[src/rtl/mem_access.sv]
`default_nettype none
// ============================================================================
//  Module      : mem_access
//  Description : Pipeline MEM stage. Issues one data-memory transaction per
//                aligned load/store, stalls the front of the pipeline while
//                the memory has not acknowledged, formats store lanes,
//                extends load data and registers the MEM/WB controls.
//  Revision    : 1.0 - initial release
// ============================================================================
module mem_access (
    input  logic        clk,
    input  logic        rst,          // asynchronous, active-low

    input  logic        me_RegWrite,
    input  logic        me_MemWrite,
    input  logic [1:0]  me_WDsel,
    input  logic [1:0]  me_GPRSel,
    input  logic [2:0]  me_DMType,
    input  logic [4:0]  me_rd,
    input  logic [31:0] me_PC,
    input  logic [31:0] me_aluout,
    input  logic [31:0] me_RD2,

    output logic        dm_req,
    output logic        dm_we,
    output logic [31:0] dm_addr,
    output logic [31:0] dm_wdata,
    output logic [3:0]  dm_be,
    input  logic [31:0] dm_rdata,
    input  logic        dm_ack,

    output logic        mem_stall,

    output logic        wb_RegWrite,
    output logic [1:0]  wb_WDsel,
    output logic [1:0]  wb_GPRSel,
    output logic [4:0]  wb_rd,
    output logic [31:0] wb_PC,
    output logic [31:0] wb_aluout,
    output logic [31:0] wb_memdata,
    output logic        wb_misalign
);

    localparam logic [1:0] c_WDSEL_LOAD = 2'b01;

    typedef enum logic [0:0] {
        ST_IDLE = 1'b0,
        ST_WAIT = 1'b1
    } state_t;

    state_t      r_state;
    state_t      w_state_nxt;

    logic        w_is_load;
    logic        w_is_store;
    logic        w_access;
    logic        w_is_byte;
    logic        w_is_half;
    logic        w_is_signed;
    logic        w_misalign;
    logic        w_go;
    logic        w_req;
    logic        w_stall;
    logic [3:0]  w_st_be;
    logic [31:0] w_st_data;
    logic [7:0]  w_byte_lane;
    logic [15:0] w_half_lane;
    logic [31:0] w_load_ext;

    // Access classification; codes 101-111 fall through to word handling.
    always_comb begin
        w_is_load   = (me_WDsel == c_WDSEL_LOAD);
        w_is_store  = me_MemWrite;
        w_access    = w_is_load | w_is_store;
        w_is_byte   = (me_DMType == 3'b011) | (me_DMType == 3'b100);
        w_is_half   = (me_DMType == 3'b001) | (me_DMType == 3'b010);
        w_is_signed = (me_DMType == 3'b001) | (me_DMType == 3'b011);
        if (w_is_byte)
            w_misalign = 1'b0;
        else if (w_is_half)
            w_misalign = me_aluout[0];
        else
            w_misalign = (me_aluout[1:0] != 2'b00);
        w_go = w_access & ~w_misalign;
    end

    // Handshake state register; reset abandons any outstanding transaction.
    always_ff @(posedge clk or negedge rst) begin
        if (!rst)
            r_state <= ST_IDLE;
        else
            r_state <= w_state_nxt;
    end

    // Next-state and request/stall decode; both forced low while in reset.
    always_comb begin
        w_state_nxt = r_state;
        w_req       = 1'b0;
        w_stall     = 1'b0;
        if (rst) begin
            case (r_state)
                ST_IDLE: begin
                    if (w_go) begin
                        w_req = 1'b1;
                        if (!dm_ack) begin
                            w_stall     = 1'b1;
                            w_state_nxt = ST_WAIT;
                        end
                    end
                end
                ST_WAIT: begin
                    w_req = 1'b1;
                    if (dm_ack)
                        w_state_nxt = ST_IDLE;
                    else
                        w_stall = 1'b1;
                end
                default: w_state_nxt = ST_IDLE;
            endcase
        end
    end

    // Store lane replication and byte enables for the addressed lanes.
    always_comb begin
        w_st_be   = 4'b1111;
        w_st_data = me_RD2;
        if (w_is_byte) begin
            w_st_be   = 4'b0001 << me_aluout[1:0];
            w_st_data = {4{me_RD2[7:0]}};
        end else if (w_is_half) begin
            w_st_be   = me_aluout[1] ? 4'b1100 : 4'b0011;
            w_st_data = {2{me_RD2[15:0]}};
        end
    end

    // Load lane selection and sign/zero extension.
    always_comb begin
        case (me_aluout[1:0])
            2'd0:    w_byte_lane = dm_rdata[7:0];
            2'd1:    w_byte_lane = dm_rdata[15:8];
            2'd2:    w_byte_lane = dm_rdata[23:16];
            default: w_byte_lane = dm_rdata[31:24];
        endcase
        w_half_lane = me_aluout[1] ? dm_rdata[31:16] : dm_rdata[15:0];
        w_load_ext  = dm_rdata;
        if (w_is_byte)
            w_load_ext = w_is_signed ? {{24{w_byte_lane[7]}}, w_byte_lane}
                                     : {24'd0, w_byte_lane};
        else if (w_is_half)
            w_load_ext = w_is_signed ? {{16{w_half_lane[15]}}, w_half_lane}
                                     : {16'd0, w_half_lane};
    end

    assign dm_req    = w_req;
    assign dm_we     = w_req & w_is_store;
    assign dm_addr   = {me_aluout[31:2], 2'b00};
    assign dm_wdata  = w_st_data;
    assign dm_be     = w_req ? w_st_be : 4'b0000;
    assign mem_stall = w_stall;

    // MEM/WB register: bubble while stalled, capture otherwise.
    always_ff @(posedge clk or negedge rst) begin
        if (!rst) begin
            wb_RegWrite <= 1'b0;
            wb_WDsel    <= 2'b00;
            wb_GPRSel   <= 2'b00;
            wb_rd       <= 5'd0;
            wb_PC       <= 32'd0;
            wb_aluout   <= 32'd0;
            wb_memdata  <= 32'd0;
            wb_misalign <= 1'b0;
        end else if (w_stall) begin
            wb_RegWrite <= 1'b0;
            wb_WDsel    <= 2'b00;
            wb_GPRSel   <= 2'b00;
            wb_rd       <= 5'd0;
            wb_PC       <= 32'd0;
            wb_aluout   <= 32'd0;
            wb_memdata  <= 32'd0;
            wb_misalign <= 1'b0;
        end else begin
            wb_RegWrite <= me_RegWrite & ~(w_access & w_misalign);
            wb_WDsel    <= me_WDsel;
            wb_GPRSel   <= me_GPRSel;
            wb_rd       <= me_rd;
            wb_PC       <= me_PC;
            wb_aluout   <= me_aluout;
            wb_memdata  <= (w_is_load & ~w_misalign) ? w_load_ext : 32'd0;
            wb_misalign <= w_access & w_misalign;
        end
    end

endmodule
`default_nettype wire

[config.mk]
export PLATFORM = sky130hd
export DESIGN_NAME = mem_access
export DESIGN_NICKNAME = d
export VERILOG_FILES = /design/src/rtl/mem_access.sv
export SDC_FILE = /design/constraint.sdc
export NUM_CORES = 1
export LEC_CHECK = 0
export CORE_MARGIN = 5
export CORE_UTILIZATION = 40
export CTS_BUF_LIST = sky130_fd_sc_hd__clkbuf_16
export CTS_CLUSTER_SIZE = 28
export DETAILED_ROUTE_END_ITERATION = 10
export PLACE_DENSITY = 0.84
export REMOVE_ABC_BUFFERS = 1
export SYNTH_ARGS = -nofsm -noshare
export SYNTH_HDL_FRONTEND = slang
export SYNTH_SLANG_ARGS = --single-unit
[constraint.sdc]
create_clock -name clk -period 3.88 [get_ports clk]
set_clock_uncertainty 0.1 [all_clocks]
set_input_delay 0.388 -clock clk [delete_from_list [all_inputs] [get_ports clk]]
set_output_delay 0.388 -clock clk [all_outputs]
set_load 0.05 [all_outputs]
==> metrics.txt <==
Leak Pwr 3.85 nW; crit-path max cell delay 730 ps; CP top delay family buffers and inverters; clk slew on worst S/H paths 70 ps; GRT Overall Usage 0.228; # diodes 0; post-route ant nets 0; final hold violations 0; critical path startpoint category input pin; VDD IR max 0.000194 V; placed inst area 8650 µm²; Synth Area per Inst 12.4 µm²; register area share after synthesis 0.481; fin crit share 0.858; io pins 323; # fillers 984; Synth area leaders dfrtp_1, nor3b_2, buf_4; initial antenna violation count 0; max-cap violation count 0; final setup vio count 0; die area 16500 µm²; FMAX 0.300 GHz; met3 usage 0.0693; post-synth cell types 44; post-CTS setup buffers 0; Core Area 13800 µm²; RSZ-0062 raised after global routing no; Most Crowded Layer GR met2; CP Capture Type output port; height of the die 129 µm; htree depth 3; drt pass-1 iters 4; Yosys reg bits 108; slowest CP cell clkdlybuf4s50_1; WP buf/inv 2; FF+latch area 2700 µm²; DPL Wire Length 15100 µm; Layout area overhead 59.2%; Root Buffer clkbuf_16; Slew Viols, Final 0; Total Wirelength 19500 µm; ys async rst share 1.00; Layout Utilization 0.648; routed len/inst 21.5 µm; CTS resizes 0; Pwr per Cell Area 380 nW/µm²; top-count cell post-synth dfrtp_1; Worst-Margin Slew 1090 ps; cell taking the most area after synthesis dfrtp_1; post-synth top area share 0.481; Longest Clk Path Bufs 2; class of the worst hold path input pin to asynchronous set/reset pin; RePlAce Congestion 0.854; Setup CP Type input pin to output port; Reg power frac 0.361; Synth Flop Type dfrtp_1; final instance area 8950 µm²; M1 GR Usage 0.242; Hold Buf Count CTS 1; first-pass GRT wire length 28900 µm; initial core utilization 0.407; critical-path cell list clkdlybuf4s50_1 > nand3b_1 > and2_4 > o21ai_0 > a221oi_1 > buf_12; Max FO, Critical Path 37; detailed router's first-iteration violation count 268; Num CTS Buffers 9; CTS sink cnt 108; CP Data Arrival Time 2840 ps; Post-Syn Instances 455; Overall Power 3.40 mW; Synth warnings 0; Net Sw Frac 0.356; P_sw 1.21 mW; worst skew pair latency 340 ps; share of power burned in the clock network 0.268; headroom to the max-slew limit 0.273; Post-synth top cells dfrtp_1, nor3b_2, buf_4, nor2_1, mux2i_1; largest net degree at the start of global routing 73; Nets 869; global route overflow 0; die span in x 129 µm; post-DR vias/cell 5.19; area of the multi-input gates 2350 µm²; EDFF count, synth 0; CP required 3390 ps; post-route minimum period 3330 ps; internal power 2.19 mW; CTS tree built; layout cells sized above 1 0.209; port bufs 320; routed vias 4714; Comb pwr share 0.371; met2 Track Usage GR 0.421; status completed; vias in the first global route 4912; synthesized area 5620 µm²; Std-Cell Rows 43; DRC viols 0
power by group through the flow:
stage / sequential [mW] / clock (mW) / combinational (mW)
detailed placement: 1.25 / 0 / 1.27
global placement: 1.25 / 0 / 1.25
finish: 1.23 / 0.911 / 1.26
floorplan: 1.53 / 0 / 0.344
CTS: 1.23 / 0.927 / 1.27
global route: 1.23 / 0.978 / 1.32
logic make-up (layout without fill, tap and decap cells):
group	count (synthesis)	in the layout	share of synthesized area
and+or+nand+nor	147	147	0.208
DFF	108	108	0.481
buffers and inverters	81	353	0.103
AOI/OAI and AO/OA	62	62	0.0788
muxes	55	55	0.124
other	1	2	0.000667
xor gates and xnor gates	1	1	0.00490
sequential cells by signal, summed over array words and instances, names as in the netlist:
register     count
r_state          1
wb_GPRSel        2
wb_PC           32
wb_RegWrite      1
wb_WDsel         2
wb_aluout       32
wb_memdata      32
wb_misalign      1
wb_rd            5
per-stage QoR:
| step | std cells | hold WS [ps] | setup slack, ps | setup TNS, ps |
|---|---|---|---|---|
| 2_1_floorplan | 379 | -7.59 | -891 | -63100 |
| 3_3_place_gp | 892 | 109 | 688 | 0 |
| 3_5_place_dp | 892 | 111 | 571 | 0 |
| 4_1_cts | 908 | 319 | 571 | 0 |
| 5_1_grt | 908 | 324 | 393 | 0 |
| 6_report | 908 | 330 | 552 | 0 |
worst paths after layout:
kind,startpoint,to,slack (ps),cells past startpoint
hold / removal,rst,wb_misalign,330,2
setup / recovery,me_DMType[1],dm_be[2],550,6
min in group clk,r_state,r_state,460,1
hold reg to reg,r_state,r_state,460,1
max in group asynchronous,rst,wb_memdata[18],1770,4
setup reg to reg,r_state,wb_PC[1],2300,4
layer usage:
metal	share of wire	vias up	wire (µm)
li1	-	2116	-
met1	0.34	2307	6640
met2	0.53	244	10400
met3	0.091	47	1780
met4	0.036	0	706
met5	0	-	0
cell usage in the layout (no fill, tap or decap), types with 2 or more instances in the layout:
master             n
clkdlybuf4s50_1  288
dfrtp_1          108
nor3b_2           50
buf_4             34
nor2_1            29
mux2i_1           24
nor3b_1           22
nor3_1            20
mux2_2            18
o21ai_0           17
a21oi_1           12
buf_12            11
clkbuf_16          9
mux4_2             8
o211ai_1           8
a211oi_1           8
nand2_1            8
or3_1              7
mux2_4             5
inv_1              4
a221oi_1           4
nor2b_1            3
o21ai_2            2
o21bai_1           2
conb_1             2
clkinv_2           2
cell type report:
type                       count  area share
timing repair buffer         334       0.376
sequential                   108       0.302
multi-input combinational    267       0.263
clock buffer                   9      0.0252
tap                          180      0.0252
clock inverter                 6     0.00713
inverter                       4     0.00168
No activity file was read; power rests on OpenSTA's default activity.
